File: config.mk
export PLATFORM = sky130hd
export DESIGN_NAME = ifu_fetch_flat
export DESIGN_NICKNAME = d
export VERILOG_FILES = /design/src/rtl/cpu_pkg.sv /design/src/rtl/ifu_fetch_if.sv /design/src/rtl/ifu_fetch.sv /design/src/flat_wrapper.sv
export SDC_FILE = /design/constraint.sdc
export NUM_CORES = 1
export LEC_CHECK = 0
export CORE_ASPECT_RATIO = 1.25
export CORE_UTILIZATION = 40
export DETAILED_ROUTE_END_ITERATION = 7
export PLACE_DENSITY_LB_ADDON = 0.05
export SLEW_MARGIN = 20
export SYNTH_ARGS = -nofsm -noshare
export SYNTH_HDL_FRONTEND = slang
export SYNTH_SLANG_ARGS = --single-unit
File: constraint.sdc
create_clock -name clk -period 4.35 [get_ports clk]
set_input_delay 0.6525 -clock clk [delete_from_list [all_inputs] [get_ports clk]]
set_output_delay 0.6525 -clock clk [all_outputs]
set_load 0.05 [all_outputs]
File: src/rtl/cpu_pkg.sv
// Shared CPU front-end definitions: datapath widths, reset PC, the canonical
// NOP encoding and the fetch-unit state encoding.
package cpu_pkg;

   localparam int          XLEN     = 64;
   localparam int          ILEN     = 32;
   localparam logic [63:0] PC_RST   = 64'h8000_0000;
   localparam logic [31:0] NOP_INST = 32'h0000_0013;

   typedef enum logic [2:0] {
      BOOT,
      REQ,
      WAIT,
      HOLD,
      FLUSH
   } ifu_state_e;

endpackage

File: src/rtl/ifu_fetch_if.sv
// Bus bundles used by the instruction fetch unit.
//   ifu_imem_if : fetch request/response channel to instruction memory
//                 master = fetch unit, slave = memory
//   ifu_id_if   : fetched-instruction handoff to decode
//                 master = fetch unit, slave = decode
interface ifu_imem_if #(
   parameter int XLEN = cpu_pkg::XLEN,
   parameter int ILEN = cpu_pkg::ILEN
);
   logic            imem_req_valid;
   logic            imem_req_ready;
   logic [XLEN-1:0] imem_req_addr;
   logic            imem_resp_valid;
   logic [ILEN-1:0] imem_resp_inst;

   modport master (
      output imem_req_valid, imem_req_addr,
      input  imem_req_ready, imem_resp_valid, imem_resp_inst
   );
   modport slave (
      input  imem_req_valid, imem_req_addr,
      output imem_req_ready, imem_resp_valid, imem_resp_inst
   );
endinterface

interface ifu_id_if #(
   parameter int XLEN = cpu_pkg::XLEN,
   parameter int ILEN = cpu_pkg::ILEN
);
   logic            id_valid;
   logic            id_ready;
   logic [XLEN-1:0] id_pc;
   logic [ILEN-1:0] id_inst;

   modport master (
      output id_valid, id_pc, id_inst,
      input  id_ready
   );
   modport slave (
      input  id_valid, id_pc, id_inst,
      output id_ready
   );
endinterface

File: src/rtl/ifu_fetch.sv
// Instruction fetch unit. Owns the PC, keeps at most one request outstanding
// to instruction memory, and hands each fetched word plus its PC to decode.
// Redirects retarget the PC and discard any response already in flight.
//
// Ports:
//   clk, rst_n      clock, asynchronous active-low reset
//   imem            ifu_imem_if.master : request/response to instruction memory
//   id              ifu_id_if.master   : instruction/PC handoff to decode
//   redirect_valid  one-cycle redirect strobe
//   redirect_pc     redirect target (low two bits ignored)
//   perf_fetch_cnt  decode transfers           (only with IFU_PERF_CNT_EN)
//   perf_flush_cnt  discarded memory responses (only with IFU_PERF_CNT_EN)
//
// Build option: define IFU_PERF_CNT_EN to add the two performance counters.
//
// state | meaning
// BOOT  | one idle cycle after reset, no request
// REQ   | request at pc offered, waiting for memory handshake
// WAIT  | request accepted, waiting for its response
// HOLD  | instruction presented to decode, waiting for id_ready
// FLUSH | waiting for a stale response to drop after a redirect
module ifu_fetch import cpu_pkg::*; #(
   parameter int              XLEN     = cpu_pkg::XLEN,
   parameter int              ILEN     = cpu_pkg::ILEN,
   parameter logic [XLEN-1:0] PC_RST   = cpu_pkg::PC_RST,
   parameter logic [ILEN-1:0] NOP_INST = cpu_pkg::NOP_INST
) (
   input  logic            clk,
   input  logic            rst_n,
   ifu_imem_if.master      imem,
   ifu_id_if.master        id,
   input  logic            redirect_valid,
   input  logic [XLEN-1:0] redirect_pc
`ifdef IFU_PERF_CNT_EN
   ,
   output logic [63:0]     perf_fetch_cnt,
   output logic [63:0]     perf_flush_cnt
`endif
);

   ifu_state_e      state, stateNext;
   logic [XLEN-1:0] pc, pcNext;
   logic [XLEN-1:0] idPc, idPcNext;
   logic [ILEN-1:0] idInst, idInstNext;
   logic            idValid, idValidNext;
   logic            reqValid;
   logic            reqHs;
   logic [XLEN-1:0] redirectTarget;

   localparam logic [XLEN-1:0] ALIGN_MASK = ~XLEN'(3);

   assign redirectTarget = redirect_pc & ALIGN_MASK;
   assign reqHs          = reqValid & imem.imem_req_ready;

   always_comb begin
      stateNext   = state;
      pcNext      = pc;
      idPcNext    = idPc;
      idInstNext  = idInst;
      idValidNext = idValid;
      case (state)
         BOOT: stateNext = REQ;
         REQ: begin
            if (redirect_valid) begin
               pcNext    = redirectTarget;
               // An accepted old-PC request still owes a response.
               stateNext = reqHs ? FLUSH : REQ;
            end else if (reqHs) begin
               stateNext = WAIT;
            end
         end
         WAIT: begin
            if (redirect_valid) begin
               pcNext    = redirectTarget;
               stateNext = imem.imem_resp_valid ? REQ : FLUSH;
            end else if (imem.imem_resp_valid) begin
               idInstNext  = imem.imem_resp_inst;
               idPcNext    = pc;
               idValidNext = 1'b1;
               pcNext      = pc + XLEN'(4);
               stateNext   = HOLD;
            end
         end
         HOLD: begin
            if (redirect_valid) begin
               idValidNext = 1'b0;
               pcNext      = redirectTarget;
               stateNext   = REQ;
            end else if (id.id_ready) begin
               idValidNext = 1'b0;
               stateNext   = REQ;
            end
         end
         FLUSH: begin
            if (redirect_valid) pcNext = redirectTarget;
            if (imem.imem_resp_valid) stateNext = REQ;
         end
         default: stateNext = BOOT;
      endcase
   end

   always_ff @(posedge clk or negedge rst_n) begin
      if (!rst_n) begin
         state    <= BOOT;
         pc       <= PC_RST & ALIGN_MASK;
         idPc     <= PC_RST;
         idInst   <= NOP_INST;
         idValid  <= 1'b0;
         reqValid <= 1'b0;
      end else begin
         state    <= stateNext;
         pc       <= pcNext;
         idPc     <= idPcNext;
         idInst   <= idInstNext;
         idValid  <= idValidNext;
         // Registered copy of "in REQ" keeps the request strobe glitch-free.
         reqValid <= (stateNext == REQ);
      end
   end

   assign imem.imem_req_valid = reqValid;
   assign imem.imem_req_addr  = pc;
   assign id.id_valid         = idValid;
   assign id.id_pc            = idPc;
   assign id.id_inst          = idInst;

`ifdef IFU_PERF_CNT_EN
   logic idTransfer;
   logic respDiscard;

   assign idTransfer  = idValid & id.id_ready;
   // Responses dropped: redirect racing a response in WAIT, or any in FLUSH.
   assign respDiscard = imem.imem_resp_valid &
                        (((state == WAIT) & redirect_valid) | (state == FLUSH));

   always_ff @(posedge clk or negedge rst_n) begin
      if (!rst_n) begin
         perf_fetch_cnt <= 64'd0;
         perf_flush_cnt <= 64'd0;
      end else begin
         if (idTransfer)  perf_fetch_cnt <= perf_fetch_cnt + 64'd1;
         if (respDiscard) perf_flush_cnt <= perf_flush_cnt + 64'd1;
      end
   end
`endif

endmodule

File: src/flat_wrapper.sv
// flat-port wrapper written by rule: the top's interface ports become plain ports
module ifu_fetch_flat import cpu_pkg::*;
#(
   parameter int              XLEN     = cpu_pkg::XLEN,
   parameter int              ILEN     = cpu_pkg::ILEN,
   parameter logic [XLEN-1:0] PC_RST   = cpu_pkg::PC_RST,
   parameter logic [ILEN-1:0] NOP_INST = cpu_pkg::NOP_INST
)
  (clk, rst_n, redirect_valid, redirect_pc, imem_imem_req_valid, imem_imem_req_addr, imem_imem_req_ready, imem_imem_resp_valid, imem_imem_resp_inst, id_id_valid, id_id_pc, id_id_inst, id_id_ready);
  ifu_imem_if #(.XLEN(XLEN), .ILEN(ILEN)) imem_i ();
  ifu_id_if #(.XLEN(XLEN), .ILEN(ILEN)) id_i ();
  input  logic clk;
  input  logic rst_n;
  input  logic redirect_valid;
  input  logic [XLEN-1:0] redirect_pc;
  output wire logic [$bits(imem_i.imem_req_valid)-1:0] imem_imem_req_valid;
  output wire logic [$bits(imem_i.imem_req_addr)-1:0] imem_imem_req_addr;
  input wire logic [$bits(imem_i.imem_req_ready)-1:0] imem_imem_req_ready;
  input wire logic [$bits(imem_i.imem_resp_valid)-1:0] imem_imem_resp_valid;
  input wire logic [$bits(imem_i.imem_resp_inst)-1:0] imem_imem_resp_inst;
  output wire logic [$bits(id_i.id_valid)-1:0] id_id_valid;
  output wire logic [$bits(id_i.id_pc)-1:0] id_id_pc;
  output wire logic [$bits(id_i.id_inst)-1:0] id_id_inst;
  input wire logic [$bits(id_i.id_ready)-1:0] id_id_ready;
  assign imem_imem_req_valid = imem_i.imem_req_valid;
  assign imem_imem_req_addr = imem_i.imem_req_addr;
  assign imem_i.imem_req_ready = imem_imem_req_ready;
  assign imem_i.imem_resp_valid = imem_imem_resp_valid;
  assign imem_i.imem_resp_inst = imem_imem_resp_inst;
  assign id_id_valid = id_i.id_valid;
  assign id_id_pc = id_i.id_pc;
  assign id_id_inst = id_i.id_inst;
  assign id_i.id_ready = id_id_ready;
  ifu_fetch #(.XLEN(XLEN), .ILEN(ILEN), .PC_RST(PC_RST), .NOP_INST(NOP_INST)) u_core (.clk(clk), .rst_n(rst_n), .imem(imem_i), .id(id_i), .redirect_valid(redirect_valid), .redirect_pc(redirect_pc));
endmodule
==> qor.txt <==
Status: finished clean
Final hold violations: 0
Synth warn: 0
Max_slew headroom: 0.385
Pwr/cell area: 870 nW/um^2
DR iter-0 viols: 513
Initial DRT Pass Iterations: 5
TritonCTS Buffers: 17
Clk slew on worst S/H paths: 60 ps
Post-synth EDFFs: 0
Post-synthesis register bit count: 161
Achievable frequency: 335 MHz
Clk_lat worst skew: 430 ps
Sequential Area: 4040 um^2
Crit path launch: redirect_valid
Hold bufs inserted after CTS: 0
Max-Cap Viols: 0
VDD IR max: 0.471 mV
Async SR Flop Fraction: 1.00
Post-synth top flop: dfrtp_1
Antenna cell count: 0
Worst setup path class: in2reg
HPWL reported at the end of detailed placement: 18700 um
Sequential area share after synthesis: 0.482
Most frequent cells in the layout: nand2_1 (325), clkdlybuf4s50_1 (256), dfrtp_1 (156)
Crit path launch type: primary input
Die Span X: 131 um
Cell count after synthesis: 991
# Post-CTS Setup Buffers: 0
# DRC: 0
Multi-input gate area: 3990 um^2
Synth area leader: dfrtp_1
CTS root buf: clkbuf_16
CP required: 4660 ps
Layout cells sized above 1: 0.0605
CTS tree: built
Seq pwr share: 0.297
Starting Density: 0.412
Vias in the first global route: 7817
Routed WL: 27200 um
Port Buf Inserts: 257
Int Power: 4880 uW
Synth Cell Area: 8370 um^2
Routed Antenna Nets: 0
Final period util: 0.685
FF-to-FF Start: u_core.imem.imem_req_addr[2]$_DFFE_PN0P_
Clk sink count: 161
Commonest non-fill, non-tap cell in the layout: nand2_1
HP Class: in2async
Setup TNS: 0 ps
First-pass GRT wire length: 42700 um
# IOs: 264
Number of distinct library cells after synthesis: 68
Max-slew violation count: 0
CP Capture Type: flop
Routed vias: 8306
Fill cell count: 1903
RSZ-0062 raised after global routing: no
CTS H-tree depth: 4
CORE AREA: 20300 um^2
GR Overflow Total: 0
Final hold slack: 306 ps
Largest cells by area after synthesis: dfrtp_1 (47%), nand2_1 (15%), nand4_1 (2.8%)
Tmin final: 2980 ps
Worst slew pin tran: 923 ps
Vias per inst: 5.56
Switching share of power: 0.520
# setup viols final: 0
Total die area: 21500 um^2
Cts repair resizes: 0
Arrival time worst endpoint: 3290 ps
Sw Pwr: 5290 uW
Max Clock Skew: 12.0 ps
Antenna violations before repair: 0
Die Span Y: 164 um
Gate power share: 0.559
Leakage: 0.00497 uW
# nets final: 1314
GR Util All Layers: 0.253
Drt wl/cell: 18.2 um
Clock power share: 0.144
Crit-path max FO: 31
Largest net degree at the start of global routing: 96
CTS max path bufs: 2
Share of the synthesized area in the top cell type: 0.466
Area grow syn2layout: 39.6%
GPL Wtd Cong: 0.847
Mapped Avg Cell Area: 8.45 um^2
Site Rows: 58
[worst paths after layout]
| path | cells after the start | slack, ps | to |
|---|---|---|---|
| worst min register to register | 2 | 470 | u_core.id.id_inst[4]$_DFFE_PN1P_ |
| worst min-delay path | 1 | 310 | u_core.id.id_inst[9]$_DFFE_PN0P_ |
| min in group clk | 2 | 470 | u_core.id.id_inst[4]$_DFFE_PN1P_ |
| max in group asynchronous | 2 | 3090 | u_core.imem.imem_req_addr[37]$_DFFE_PN0P_ |
| worst max register to register | 6 | 1600 | u_core.imem.imem_req_addr[52]$_DFFE_PN0P_ |
| worst max-delay path | 7 | 1370 | u_core.imem.imem_req_addr[40]$_DFFE_PN0P_ |
[through the flow]
stage          cells  total power (uW)  cell area, um^2  setup slack [ps]   util
2_1_floorplan    994              6700             8380              1960      -
3_3_place_gp    1462              8660            11100               953  0.547
6_report        1494             10200            11700              1370  0.575
4_1_cts         1494             10200            11700              1390  0.575
3_5_place_dp    1462              8730            11100               957  0.547
5_1_grt         1494             10700            11700              1230  0.575
[Yosys cell counts, types with 9 or more instances]
| library cell | number |
|---|---|
| dfrtp_1 | 156 |
| nor2_1 | 39 |
| and2_1 | 10 |
| nor4_1 | 14 |
| o21ai_0 | 22 |
| a31oi_1 | 13 |
| o211ai_1 | 13 |
| nor3_1 | 16 |
| o22a_1 | 9 |
| nand2_1 | 325 |
| nand3_1 | 46 |
| a21oi_1 | 46 |
| o22ai_1 | 24 |
| buf_1 | 14 |
| and3_1 | 15 |
| nand4_1 | 38 |
| a2bb2oi_1 | 13 |
| buf_2 | 19 |
| clkbuf_1 | 30 |
| and4_1 | 9 |
[routing by layer]
metal / vias up / wire length [um] / GRT usage
met4: 0 / 514 / 0.0957
met2: 315 / 13300 / 0.428
met5: - / 0 / 0
li1: 3965 / - / -
met1: 3983 / 11700 / 0.324
met3: 43 / 1680 / 0.0438
[registers in the layout, summed over array words and instances, names as in the netlist]
| register | count |
|---|---|
| u_core.id.id_pc | 62 |
| u_core.imem.imem_req_valid | 1 |
| u_core.id.id_valid | 1 |
| u_core.state | 3 |
| u_core.id.id_inst | 32 |
| u_core.imem.imem_req_addr | 62 |
[cells by family after synthesis]
kind of cell / share of synthesized area
other: 0.000448
DFF: 0.482
adders and majority gates: 0.00149
and+or+nand+nor: 0.316
muxes: 0.00120
AOI/OAI and AO/OA: 0.152
buffers and inverters: 0.0463
[final cells by class]
type	instances	area share
clock buffers	20	0.0382
clock inverters	12	0.0105
inverters	8	0.00257
multi-input cells	749	0.341
flip-flops and latches	161	0.345
well taps	270	0.0289
repair buffers	274	0.233
[worst max-delay path: stages]
cell             delay (ps)
clkdlybuf4s50_1         720
nor2_1                  110
or4_1                   760
nand2_2                 460
buf_12                  250
nor2_1                   60
a311o_1                 260
[power groups by stage]
stage	clock network, uW	logic (uW)	registers [uW]
4_1_cts	1500	5710	3010
3_3_place_gp	0	5650	3010
5_1_grt	1560	6000	3130
2_1_floorplan	0	1670	5030
3_5_place_dp	0	5690	3030
6_report	1470	5680	3010
Note: power is estimated with default switching activity, not from simulation.
